`src/rtl/result_fifo_pkg.sv`:
```
// Shared sizing constants for the accelerator result path.
// The accelerator top level and result_fifo both take their widths from here.
package result_fifo_pkg;

  // Width of one accelerator result word (the wrData bus).
  localparam int RESULT_W   = 21;

  // Number of result words buffered; must be a power of two, at least 2.
  localparam int FIFO_DEPTH = 8;

  // Pointer width: indexes 0..FIFO_DEPTH-1 and wraps naturally.
  localparam int FIFO_PTR_W = $clog2(FIFO_DEPTH);

  // Count width: one extra bit so the value FIFO_DEPTH is representable.
  localparam int FIFO_CNT_W = FIFO_PTR_W + 1;

endpackage : result_fifo_pkg

```
`src/rtl/result_fifo_if.sv`:
```
// Bus bundle between the accelerator/consumer side and result_fifo.
//
// Handshake: strobe-based, not valid/ready. The producer asserts wrReq for
// each word it offers. The word is taken on that rising edge unless full is
// high and no read is taken in the same cycle; a refused word is dropped and
// recorded in overflow. The consumer asserts rdReq to pop. The pop is taken
// when empty is low, and rdData/rdValid follow on the next edge. A refused
// pop is recorded in underflow. clrErr clears both sticky flags.
interface result_fifo_if
  import result_fifo_pkg::*;
#(
  parameter int WIDTH = RESULT_W,
  parameter int DEPTH = FIFO_DEPTH
);

  logic                     wrReq;
  logic [WIDTH-1:0]         wrData;
  logic                     full;
  logic                     rdReq;
  logic [WIDTH-1:0]         rdData;
  logic                     rdValid;
  logic                     empty;
  logic [$clog2(DEPTH):0]   count;
  logic                     overflow;
  logic                     underflow;
  logic                     clrErr;

  // Producer/consumer side drives the strobes and observes status.
  modport master (
    output wrReq, wrData, rdReq, clrErr,
    input  full, rdData, rdValid, empty, count, overflow, underflow
  );

  // FIFO side accepts the strobes and drives status and read data.
  modport slave (
    input  wrReq, wrData, rdReq, clrErr,
    output full, rdData, rdValid, empty, count, overflow, underflow
  );

endinterface : result_fifo_if

```
`src/rtl/result_fifo_mem.sv`:
```
// fifo_mem: DEPTH x WIDTH register array for result_fifo.
// One synchronous write port and one combinational read port. The contents
// are deliberately not reset; a location is only read after it was written.
module fifo_mem #(
  parameter int WIDTH = 21,
  parameter int DEPTH = 8,
  parameter int AW    = $clog2(DEPTH)
) (
  input  logic             clk_i,
  input  logic             wr_en_i,
  input  logic [AW-1:0]    wr_addr_i,
  input  logic [WIDTH-1:0] wr_data_i,
  input  logic [AW-1:0]    rd_addr_i,
  output logic [WIDTH-1:0] rd_data_o
);

  logic [WIDTH-1:0] mem_q [DEPTH];

  // Store the accepted word at the write address.
  always_ff @(posedge clk_i) begin
    if (wr_en_i) begin
      mem_q[wr_addr_i] <= wr_data_i;
    end
  end

  // The read port is combinational, so a same-cycle write to the same
  // location is not seen until the next cycle (read-before-write).
  assign rd_data_o = mem_q[rd_addr_i];

endmodule : fifo_mem

```
`src/rtl/result_fifo.sv`:
```
// result_fifo: buffers accelerator result words for a downstream consumer.
// Pointers, occupancy count, status flags, sticky error flags and the
// registered read-data stage live here; storage is the fifo_mem sub-module.
module result_fifo
  import result_fifo_pkg::*;
#(
  parameter int WIDTH = RESULT_W,
  parameter int DEPTH = FIFO_DEPTH   // power of two, at least 2
) (
  input  logic          clk,
  input  logic          rst,         // asynchronous, active-low
  result_fifo_if.slave  bus
);

  localparam int PTR_W = $clog2(DEPTH);
  localparam int CNT_W = PTR_W + 1;

  logic [PTR_W-1:0] wr_ptr_q, wr_ptr_d;
  logic [PTR_W-1:0] rd_ptr_q, rd_ptr_d;
  logic [CNT_W-1:0] count_q,  count_d;
  logic             full_q,   full_d;
  logic             empty_q,  empty_d;
  logic [WIDTH-1:0] rd_data_q, rd_data_d;
  logic             rd_valid_q, rd_valid_d;
  logic             overflow_q, overflow_d;
  logic             underflow_q, underflow_d;

  logic             wr_acc;
  logic             rd_acc;
  logic             ovf_set;
  logic             unf_set;
  logic [WIDTH-1:0] mem_rd_data;

  fifo_mem #(
    .WIDTH (WIDTH),
    .DEPTH (DEPTH),
    .AW    (PTR_W)
  ) u_mem (
    .clk_i     (clk),
    .wr_en_i   (wr_acc),
    .wr_addr_i (wr_ptr_q),
    .wr_data_i (bus.wrData),
    .rd_addr_i (rd_ptr_q),
    .rd_data_o (mem_rd_data)
  );

  // Accept decisions and next-state for pointers, count, flags and read data.
  always_comb begin
    rd_acc      = 1'b0;
    wr_acc      = 1'b0;
    ovf_set     = 1'b0;
    unf_set     = 1'b0;
    wr_ptr_d    = wr_ptr_q;
    rd_ptr_d    = rd_ptr_q;
    count_d     = count_q;
    rd_data_d   = rd_data_q;
    rd_valid_d  = 1'b0;
    overflow_d  = overflow_q;
    underflow_d = underflow_q;

    // A read never bypasses an empty FIFO, even with a same-cycle write.
    rd_acc = bus.rdReq && !empty_q;
    // When full, a write only fits if a read frees a slot in the same cycle.
    wr_acc = bus.wrReq && (!full_q || rd_acc);

    ovf_set = bus.wrReq && full_q && !rd_acc;
    unf_set = bus.rdReq && empty_q;

    if (wr_acc) begin
      wr_ptr_d = wr_ptr_q + PTR_W'(1);
    end
    if (rd_acc) begin
      rd_ptr_d  = rd_ptr_q + PTR_W'(1);
      rd_data_d = mem_rd_data;
    end
    rd_valid_d = rd_acc;

    unique case ({wr_acc, rd_acc})
      2'b10:   count_d = count_q + CNT_W'(1);
      2'b01:   count_d = count_q - CNT_W'(1);
      default: count_d = count_q;
    endcase

    // Status is derived from the next count so it is registered alongside it.
    full_d  = (count_d == CNT_W'(DEPTH));
    empty_d = (count_d == '0);

    // Sticky error flags: a new error event wins over a clear request.
    if (ovf_set) begin
      overflow_d = 1'b1;
    end else if (bus.clrErr) begin
      overflow_d = 1'b0;
    end
    if (unf_set) begin
      underflow_d = 1'b1;
    end else if (bus.clrErr) begin
      underflow_d = 1'b0;
    end
  end

  // State registers; reset empties the FIFO and clears all outputs at once.
  always_ff @(posedge clk or negedge rst) begin
    if (!rst) begin
      wr_ptr_q    <= '0;
      rd_ptr_q    <= '0;
      count_q     <= '0;
      full_q      <= 1'b0;
      empty_q     <= 1'b1;
      rd_data_q   <= '0;
      rd_valid_q  <= 1'b0;
      overflow_q  <= 1'b0;
      underflow_q <= 1'b0;
    end else begin
      wr_ptr_q    <= wr_ptr_d;
      rd_ptr_q    <= rd_ptr_d;
      count_q     <= count_d;
      full_q      <= full_d;
      empty_q     <= empty_d;
      rd_data_q   <= rd_data_d;
      rd_valid_q  <= rd_valid_d;
      overflow_q  <= overflow_d;
      underflow_q <= underflow_d;
    end
  end

  assign bus.full      = full_q;
  assign bus.empty     = empty_q;
  assign bus.count     = count_q;
  assign bus.rdData    = rd_data_q;
  assign bus.rdValid   = rd_valid_q;
  assign bus.overflow  = overflow_q;
  assign bus.underflow = underflow_q;

endmodule : result_fifo
```
`src/flat_wrapper.sv`:
```
// flat-port wrapper written by rule: the top's interface ports become plain ports
module result_fifo_flat import result_fifo_pkg::*;
#(
  parameter int WIDTH = RESULT_W,
  parameter int DEPTH = FIFO_DEPTH                              
)
  (clk, rst, bus_wrReq, bus_wrData, bus_rdReq, bus_clrErr, bus_full, bus_rdData, bus_rdValid, bus_empty, bus_count, bus_overflow, bus_underflow);
  result_fifo_if #(.WIDTH(WIDTH), .DEPTH(DEPTH)) bus_i ();
  input  logic clk;
  input  logic rst;
  input wire logic [$bits(bus_i.wrReq)-1:0] bus_wrReq;
  input wire logic [$bits(bus_i.wrData)-1:0] bus_wrData;
  input wire logic [$bits(bus_i.rdReq)-1:0] bus_rdReq;
  input wire logic [$bits(bus_i.clrErr)-1:0] bus_clrErr;
  output wire logic [$bits(bus_i.full)-1:0] bus_full;
  output wire logic [$bits(bus_i.rdData)-1:0] bus_rdData;
  output wire logic [$bits(bus_i.rdValid)-1:0] bus_rdValid;
  output wire logic [$bits(bus_i.empty)-1:0] bus_empty;
  output wire logic [$bits(bus_i.count)-1:0] bus_count;
  output wire logic [$bits(bus_i.overflow)-1:0] bus_overflow;
  output wire logic [$bits(bus_i.underflow)-1:0] bus_underflow;
  assign bus_i.wrReq = bus_wrReq;
  assign bus_i.wrData = bus_wrData;
  assign bus_i.rdReq = bus_rdReq;
  assign bus_i.clrErr = bus_clrErr;
  assign bus_full = bus_i.full;
  assign bus_rdData = bus_i.rdData;
  assign bus_rdValid = bus_i.rdValid;
  assign bus_empty = bus_i.empty;
  assign bus_count = bus_i.count;
  assign bus_overflow = bus_i.overflow;
  assign bus_underflow = bus_i.underflow;
  result_fifo #(.WIDTH(WIDTH), .DEPTH(DEPTH)) u_core (.clk(clk), .rst(rst), .bus(bus_i));
endmodule
```
`config.mk`:
```
export PLATFORM = sky130hd
export DESIGN_NAME = result_fifo_flat
export DESIGN_NICKNAME = d
export VERILOG_FILES = /design/src/rtl/result_fifo_pkg.sv /design/src/rtl/result_fifo_if.sv /design/src/rtl/result_fifo_mem.sv /design/src/rtl/result_fifo.sv /design/src/flat_wrapper.sv
export SDC_FILE = /design/constraint.sdc
export NUM_CORES = 1
export LEC_CHECK = 0
export ABC_AREA = 1
export CORE_ASPECT_RATIO = 0.9
export CORE_MARGIN = 8
export CORE_UTILIZATION = 46
export CTS_CLUSTER_SIZE = 16
export DETAILED_ROUTE_END_ITERATION = 8
export PLACE_DENSITY_LB_ADDON = 0.05
export SLEW_MARGIN = 25
export SYNTH_ARGS = -nofsm -noshare
export SYNTH_HDL_FRONTEND = slang
export SYNTH_SLANG_ARGS = --single-unit
export TNS_END_PERCENT = 5
```
`constraint.sdc`:
```
create_clock -name clk -period 4.9 [get_ports clk]
set_clock_uncertainty 0.05 [all_clocks]
set_input_delay 1.225 -clock clk [delete_from_list [all_inputs] [get_ports clk]]
set_output_delay 1.225 -clock clk [all_outputs]
set_load 0.03 [all_outputs]
```
Word level (Yosys, flattened, before mapping)
Memory sizes are Yosys's and may differ from the RTL's. A register that Yosys moved wholly into a read port is not among the register bits.
Index checks and enable logic that the tools add are counted.

storage, ports and cells
  register bits after elaboration = 15
  memory bits (writable) = 168
  input port bits = 26
  output and inout port bits = 30
  logic and storage cells = 35
  memories = 1

memory list
  memory              words  bits a word  rd ports  clocked after memory_dff  write ports  line                   text
  u_core.u_mem.mem_q  8      21           1         1                         1            result_fifo_mem.sv:17  logic [WIDTH-1:0] mem_q [DEPTH];

operators by class
  $add $sub $neg = 4
  equal/unequal tests = 3
  multiplexer cells = 6
  reduce and logical (&&, ||, !) cells = 13

operators by type and width
  operator                                                                count
  4-bit case mux with 2 select lines                                      1
  3-bit by 1-bit adder with 3-bit output (second input constant)          2
  1-bit logical AND                                                       5
  1-bit 2-to-1 mux                                                        5
  4-bit by 1-bit adder with 4-bit output (second input constant)          1
  4-bit equality test (second input constant)                             1
  1-bit zero test                                                         4
  4-bit zero test                                                         1
  2-bit nonzero test                                                      2
  4-bit by 1-bit subtractor with 4-bit output (second input constant)     1
  2-bit by 1-bit equality test with 1-bit output (second input constant)  1
  2-bit equality test (second input constant)                             1
  1-bit logical OR                                                        1

Depth between registers and ports, before layout
  word-level depth = 7
  mapped depth = 16
  mapped depth without buffers = 16

Cells and area by module
From an unflattened synthesis, not the netlist that was laid out.

unflattened totals
  cell total of the unflattened synthesis = 915
  area total of the unflattened synthesis = 8916.1 um^2

by module, submodules not included
  module       times used  cells each  area each (um^2)  seq. area each (um^2)
  fifo_mem     1           744         7365.8            5044.8
  result_fifo  1           171         1550.2            902.1

Least setup slack after synthesis
OpenSTA, ideal clock, no wires.

  path type = in2reg
  start point = input port bus_rdReq
  end point = memory u_core.u_mem.mem_q[1][0], enable pin
  setup time = 0.399 ns
  data arrival time = 2.746 ns
  data required time = 4.451 ns
  path slack = 1.705 ns
  stages = 8
  path buffers = 0
  cells stage by stage = inv_1 nor2_4 inv_2 nand2_1 nand2_2 inv_1 nand2_1 nor2_1

between the ends
  longest elaborated chain between the ends = 5

ends and longest elaborated chain
  what                                    line                   text
  from (decl)                             flat_wrapper.sv:13     input wire logic [$bits(bus_i.rdReq)-1:0] bus_rdReq;
  1-bit logical AND                       result_fifo.sv:62      rd_acc = bus.rdReq && !empty_q;
  1-bit logical OR                        result_fifo.sv:64      wr_acc = bus.wrReq && (!full_q || rd_acc);
  1-bit logical AND                       result_fifo.sv:64
  1-bit 2-to-1 mux                        result_fifo_mem.sv:21  if (wr_en_i) begin
  1-bit 2-to-1 mux (implied by the code)  result_fifo_mem.sv:22  mem_q[wr_addr_i] <= wr_data_i;
  to (decl)                               result_fifo_mem.sv:17

Every way passes these cells.

Worst setup path in the final report
  start point = input port bus_rdReq
  end point = register u_core.full_q (netlist: u_core.bus.full)

between the ends
  longest elaborated chain between the ends = 6
  elaborated cells between the ends (all ways) = 7
  those cells by class = eq/ne (3); mux (1); reduce/logical (3)

ends and longest elaborated chain
  what                                                                                   line                text
  1-bit logical AND *                                                                    result_fifo.sv:62
  1-bit logical OR                                                                       result_fifo.sv:64
  1-bit logical AND                                                                      result_fifo.sv:64
  2-bit by 1-bit equality test with 1-bit output or 2-bit equality test (tied branches)  result_fifo.sv:78   unique case ({wr_acc, rd_acc})
  4-bit case mux with 2 select lines *                                                   result_fifo.sv:78
  4-bit equality test *                                                                  result_fifo.sv:85   full_d = (count_d == CNT_W'(DEPTH));
  net u_core.full_d                                                                      result_fifo.sv:21   logic full_q, full_d;
  to (signal assigned)                                                                   result_fifo.sv:117  full_q <= full_d;
  to (decl)                                                                              result_fifo.sv:21

Mark *: on every way through the listed nets, which the timed path passes. The rest lies on a longest branch.
A chain may end at the register's enable or synchronous reset.

==> Implementation_results.wiki <==
{| class="wikitable"
! Metric !! Value
|-
| Status || completed
|-
| Relative contribution of sequential cells to total power || approximately two fifths
|-
| Least-Margin Pin Slew || just under 0.8 ns
|-
| Fraction of layout instances using a drive strength above 1 || 10.2%
|-
| Setup violators final || 0
|-
| Chip Width || roughly 160 µm
|-
| Fraction of the yosys area taken by sequential cells || 73.3%
|-
| Hold_buf cts || 0
|-
| Hold violation count in the final report || 0
|-
| Final antenna-violating net count || 0
|-
| Average wire length per cell after detail routing || between 15 and 20 µm
|-
| DP Wirelength || roughly 9600 µm
|-
| First-pass iteration count of the detailed router || 4
|-
| Layout fillers || between 1,000 and 1,500
|-
| Clock sink count || about 200
|-
| Worst-skew pair later-pin latency || about 0.51 ns
|-
| RR Startpoint || u_core.bus.empty$_DFF_PN1_
|-
| Final Routed Wirelength || ~18,000 µm
|-
| Via density per instance || 5.28
|-
| Clock tree from TritonCTS || built
|-
| Detailed-route via count || a little over 5,000
|-
| Maximum net fanout on the critical path || 23
|-
| Worst rel slew slack || ~48%
|-
| Total of warnings raised by yosys || 0
|-
| Fin util || between 50% and 60%
|-
| Worst-path clk slew || roughly 0.060 ns
|-
| Synthesized flop and latch total || 204
|-
| Mapped Nets || 671
|-
| Post-Synthesis Cell Area || 8110 µm²
|-
| Worst path arrival time || 3.59 ns
|-
| Area of the core || 17,400 µm²
|-
| Pin count of the biggest net entering global routing || 72
|-
| Register area || ~5900 µm²
|-
| Footprint of the multi-input gates || 1840 µm²
|-
| Unrepaired setup endpoints after global routing || no
|-
| Violation count after the first detailed-routing iteration || approximately 330
|-
| R2R Setup Slk || about 2.3 ns
|-
| Destination of the worst hold path || u_core.bus.rdData[2]$_DFFE_PN0P_
|-
| Hold/Removal Path Class || reg2reg
|-
| Minimum setup slack after placement || roughly 1.1 ns
|-
| Wire length of the first global-routing pass || between 20,000 and 30,000 µm
|-
| CTS-repair resized insts || 0
|-
| Clock period minus worst slack || 3.26 ns
|-
| Crit. End Element || flip-flop
|-
| Hold Startpoint || u_core.bus.rdData[2]$_DFFE_PN0P_
|-
| Internal power contribution || 3.84 mW
|-
| Number of top-level pins || 56
|-
| DR DRC count || 0
|-
| Vias in the first global route || about 4,800
|-
| Leakage component of the power || about 3.4 nW
|-
| Root buffer selected by CTS || clkbuf_16
|-
| Peak supply drop || roughly 320 µV
|-
| Count of final max-slew check failures || 0
|-
| Total power per unit cell area || around 620 nW/µm²
|-
| Fin Setup TNS || 0 ns
|-
| Maximum level of the CTS H-tree || 1
|-
| # Post-CTS Setup Buffers || 0
|-
| CP startpoint kind || input port
|-
| Final Cycle Share || 66.4%
|-
| Clock buffer count from CTS || 22
|-
| Maximum capacitance violations || 0
|-
| Sw power || 2.10 mW
|-
| Part of the total power dissipated in the clock network || 27.0%
|-
| Std-Cell Rows || 46
|-
| Number of buffers on the longest clock path || 3
|-
| Switching Fraction || roughly 35%
|-
| Die Outline Area || 22,200 µm²
|-
| Cell count after synthesis || 640
|-
| Initial standard-cell utilization of the core || a little under half
|-
| Total track usage || roughly 16%
|-
| Distinct cell type count after synthesis || 29
|-
| Final worst hold slack || 0.427 ns
|-
| Net count reported at finish || 728
|-
| Cells on Worst Hold Path || 2
|-
| F_max || around 0.31 GHz
|-
| DIE HEIGHT || between 100 and 150 µm
|-
| CP required || ~5.2 ns
|-
| IO buf count || 55
|-
| Count of inserted antenna diode cells || 0
|-
| Worst Reg2Reg Path Length in Cells || 15
|-
| Mean Syn Cell Area || around 13 µm²
|-
| Worst Setup Slack, final || 1.64 ns
|-
| Synth-to-Final Area Change || 18.2%
|-
| Total overflow reported by the global router || 0
|-
| Placer congestion estimate || about 0.77
|-
| Number of antenna violations at the first check in global routing || 0
|-
| Kind of critical path || in2reg
|-
| Worst flop-to-flop path endpoint || u_core.bus.full$_DFF_PN0_
|-
| Proportion of power drawn by combinational gates || 32.6%
|}
## Yosys cell counts
cell      number  share of area (%)
a21oi_1       16               0.99
a21oi_2        6               0.65
buf_1          2              0.093
buf_2         16               0.99
buf_4          2               0.18
buf_6          5               0.69
clkbuf_1       9               0.42
clkbuf_2       1              0.062
dfrtp_1       35                 11
dfstp_2        1               0.32
edfxtp_1     168                 62
ha_1           5               0.77
inv_1         34                1.6
inv_2          2              0.093
inv_4          1              0.077
nand2_1       69                3.2
nand2_2        1              0.077
nand3_1       29                1.8
nor2_1        93                4.3
nor2_2         4               0.31
nor2_4         1               0.14
o211ai_1      42                3.9
o211ai_2       1               0.15
o21ai_0       63                3.9
o21ai_1       27                1.7
or2_2          1              0.077
or2_4          1               0.11
xnor2_1        2               0.22
xor2_1         3               0.32
## flip-flops by register name (all words and copies together), names as in the netlist
signal                count
u_core.u_mem.mem_q      168
u_core.bus.rdData        21
u_core.bus.count          4
u_core.rd_ptr_q           3
u_core.wr_ptr_q           3
u_core.bus.empty          1
u_core.bus.full           1
u_core.bus.overflow       1
u_core.bus.rdValid        1
u_core.bus.underflow      1
## routing by layer
| layer | GRT usage (%) | part of all wire, % | vias up |
|---|---|---|---|
| met5 | 0 | 0 | - |
| met1 | 22.1 | 46 | 2490 |
| met2 | 26.0 | 46 | 109 |
| met4 | 4.64 | 2.3 | 0 |
| li1 | - | - | 2400 |
| met3 | 2.79 | 5.7 | 36 |
## cell families (layout without fill, tap and decap cells)
kind of cell | after synthesis | count (layout) | share of synthesized area, %
AO/OA/AOI/OAI | 155 | 155 | 11.2
buffers and inverters | 72 | 145 | 4.18
flip-flops | 204 | 204 | 73.3
XOR/XNOR | 5 | 5 | 0.540
adder cells (fa/ha/maj) | 5 | 5 | 0.771
AND/OR/NAND/NOR | 199 | 199 | 9.99
## per-stage QoR
step / instance area [µm²] / power, mW / instances
global placement: 8870 / 4.37 / 913
detailed placement: 8870 / 4.40 / 913
floorplan: 8110 / 3.76 / 640
finish: 9590 / 5.94 / 953
global route: 9590 / 6.30 / 953
CTS: 9590 / 6.01 / 953
## cell usage in the layout (no fill, tap or decap)
cell	n
clkbuf_16	22
dfrtp_2	2
o21ai_0	63
dfrtp_1	33
or2_4	1
nand2_2	1
clkbuf_8	5
o211ai_2	1
nor2_1	89
a21oi_2	6
inv_1	33
ha_1	5
nor2_4	1
a21oi_1	16
inv_2	3
or2_2	1
nand2_1	69
buf_4	14
xor2_1	3
clkinv_8	1
inv_4	1
clkinvlp_4	1
o21ai_1	27
o211ai_1	42
dfstp_2	1
bufinv_16	1
clkbuf_1	7
xnor2_1	2
edfxtp_1	168
clkdlybuf4s50_1	54
clkinv_2	3
nand3_1	29
nor2_2	8
## worst max path at each step
stage	start	to	slack [ns]	cells after the start
after floorplan	bus_rdReq	u_core.u_mem.mem_q[1][0]$_DFFE_PP_	1.71	8
after global placement	bus_rdReq	u_core.bus.full$_DFF_PN0_	1.15	17
after CTS	bus_rdReq	u_core.bus.full$_DFF_PN0_	1.64	17
final	bus_rdReq	u_core.bus.full$_DFF_PN0_	1.64	17
after detailed placement	bus_rdReq	u_core.bus.full$_DFF_PN0_	1.13	17
after global routing	bus_rdReq	u_core.bus.full$_DFF_PN0_	1.34	17
## power groups by stage
stage                     sequential [mW]  clock, mW  combinational (mW)
final                                2.40       1.60                1.94
after global routing                 2.44       1.71                2.15
after CTS                            2.40       1.64                1.97
after detailed placement             2.43          0                1.96
after global placement               2.43          0                1.94
after floorplan                      2.60          0                1.16
## layout make-up
cell class / instances / area share, %
clock buffers: 34 / 6.73
clock inverters: 6 / 0.718
inverters: 37 / 1.47
multi-input cells: 364 / 19.2
flip-flops and latches: 204 / 62.0
well taps: 240 / 3.13
repair buffers: 68 / 6.73
## critical path, stage by stage
cell	delay, ns
clkdlybuf4s50_1	0.42
inv_1	0.10
nor2_4	0.04
inv_2	0.38
nand2_1	0.13
nand2_2	0.14
ha_1	0.22
nand2_1	0.06
inv_1	0.07
nor2_1	0.06
ha_1	0.18
a21oi_1	0.17
inv_1	0.07
nand2_1	0.06
nand3_1	0.08
o211ai_1	0.12
nor2_1	0.07
Note: power is estimated with default switching activity, not from simulation.
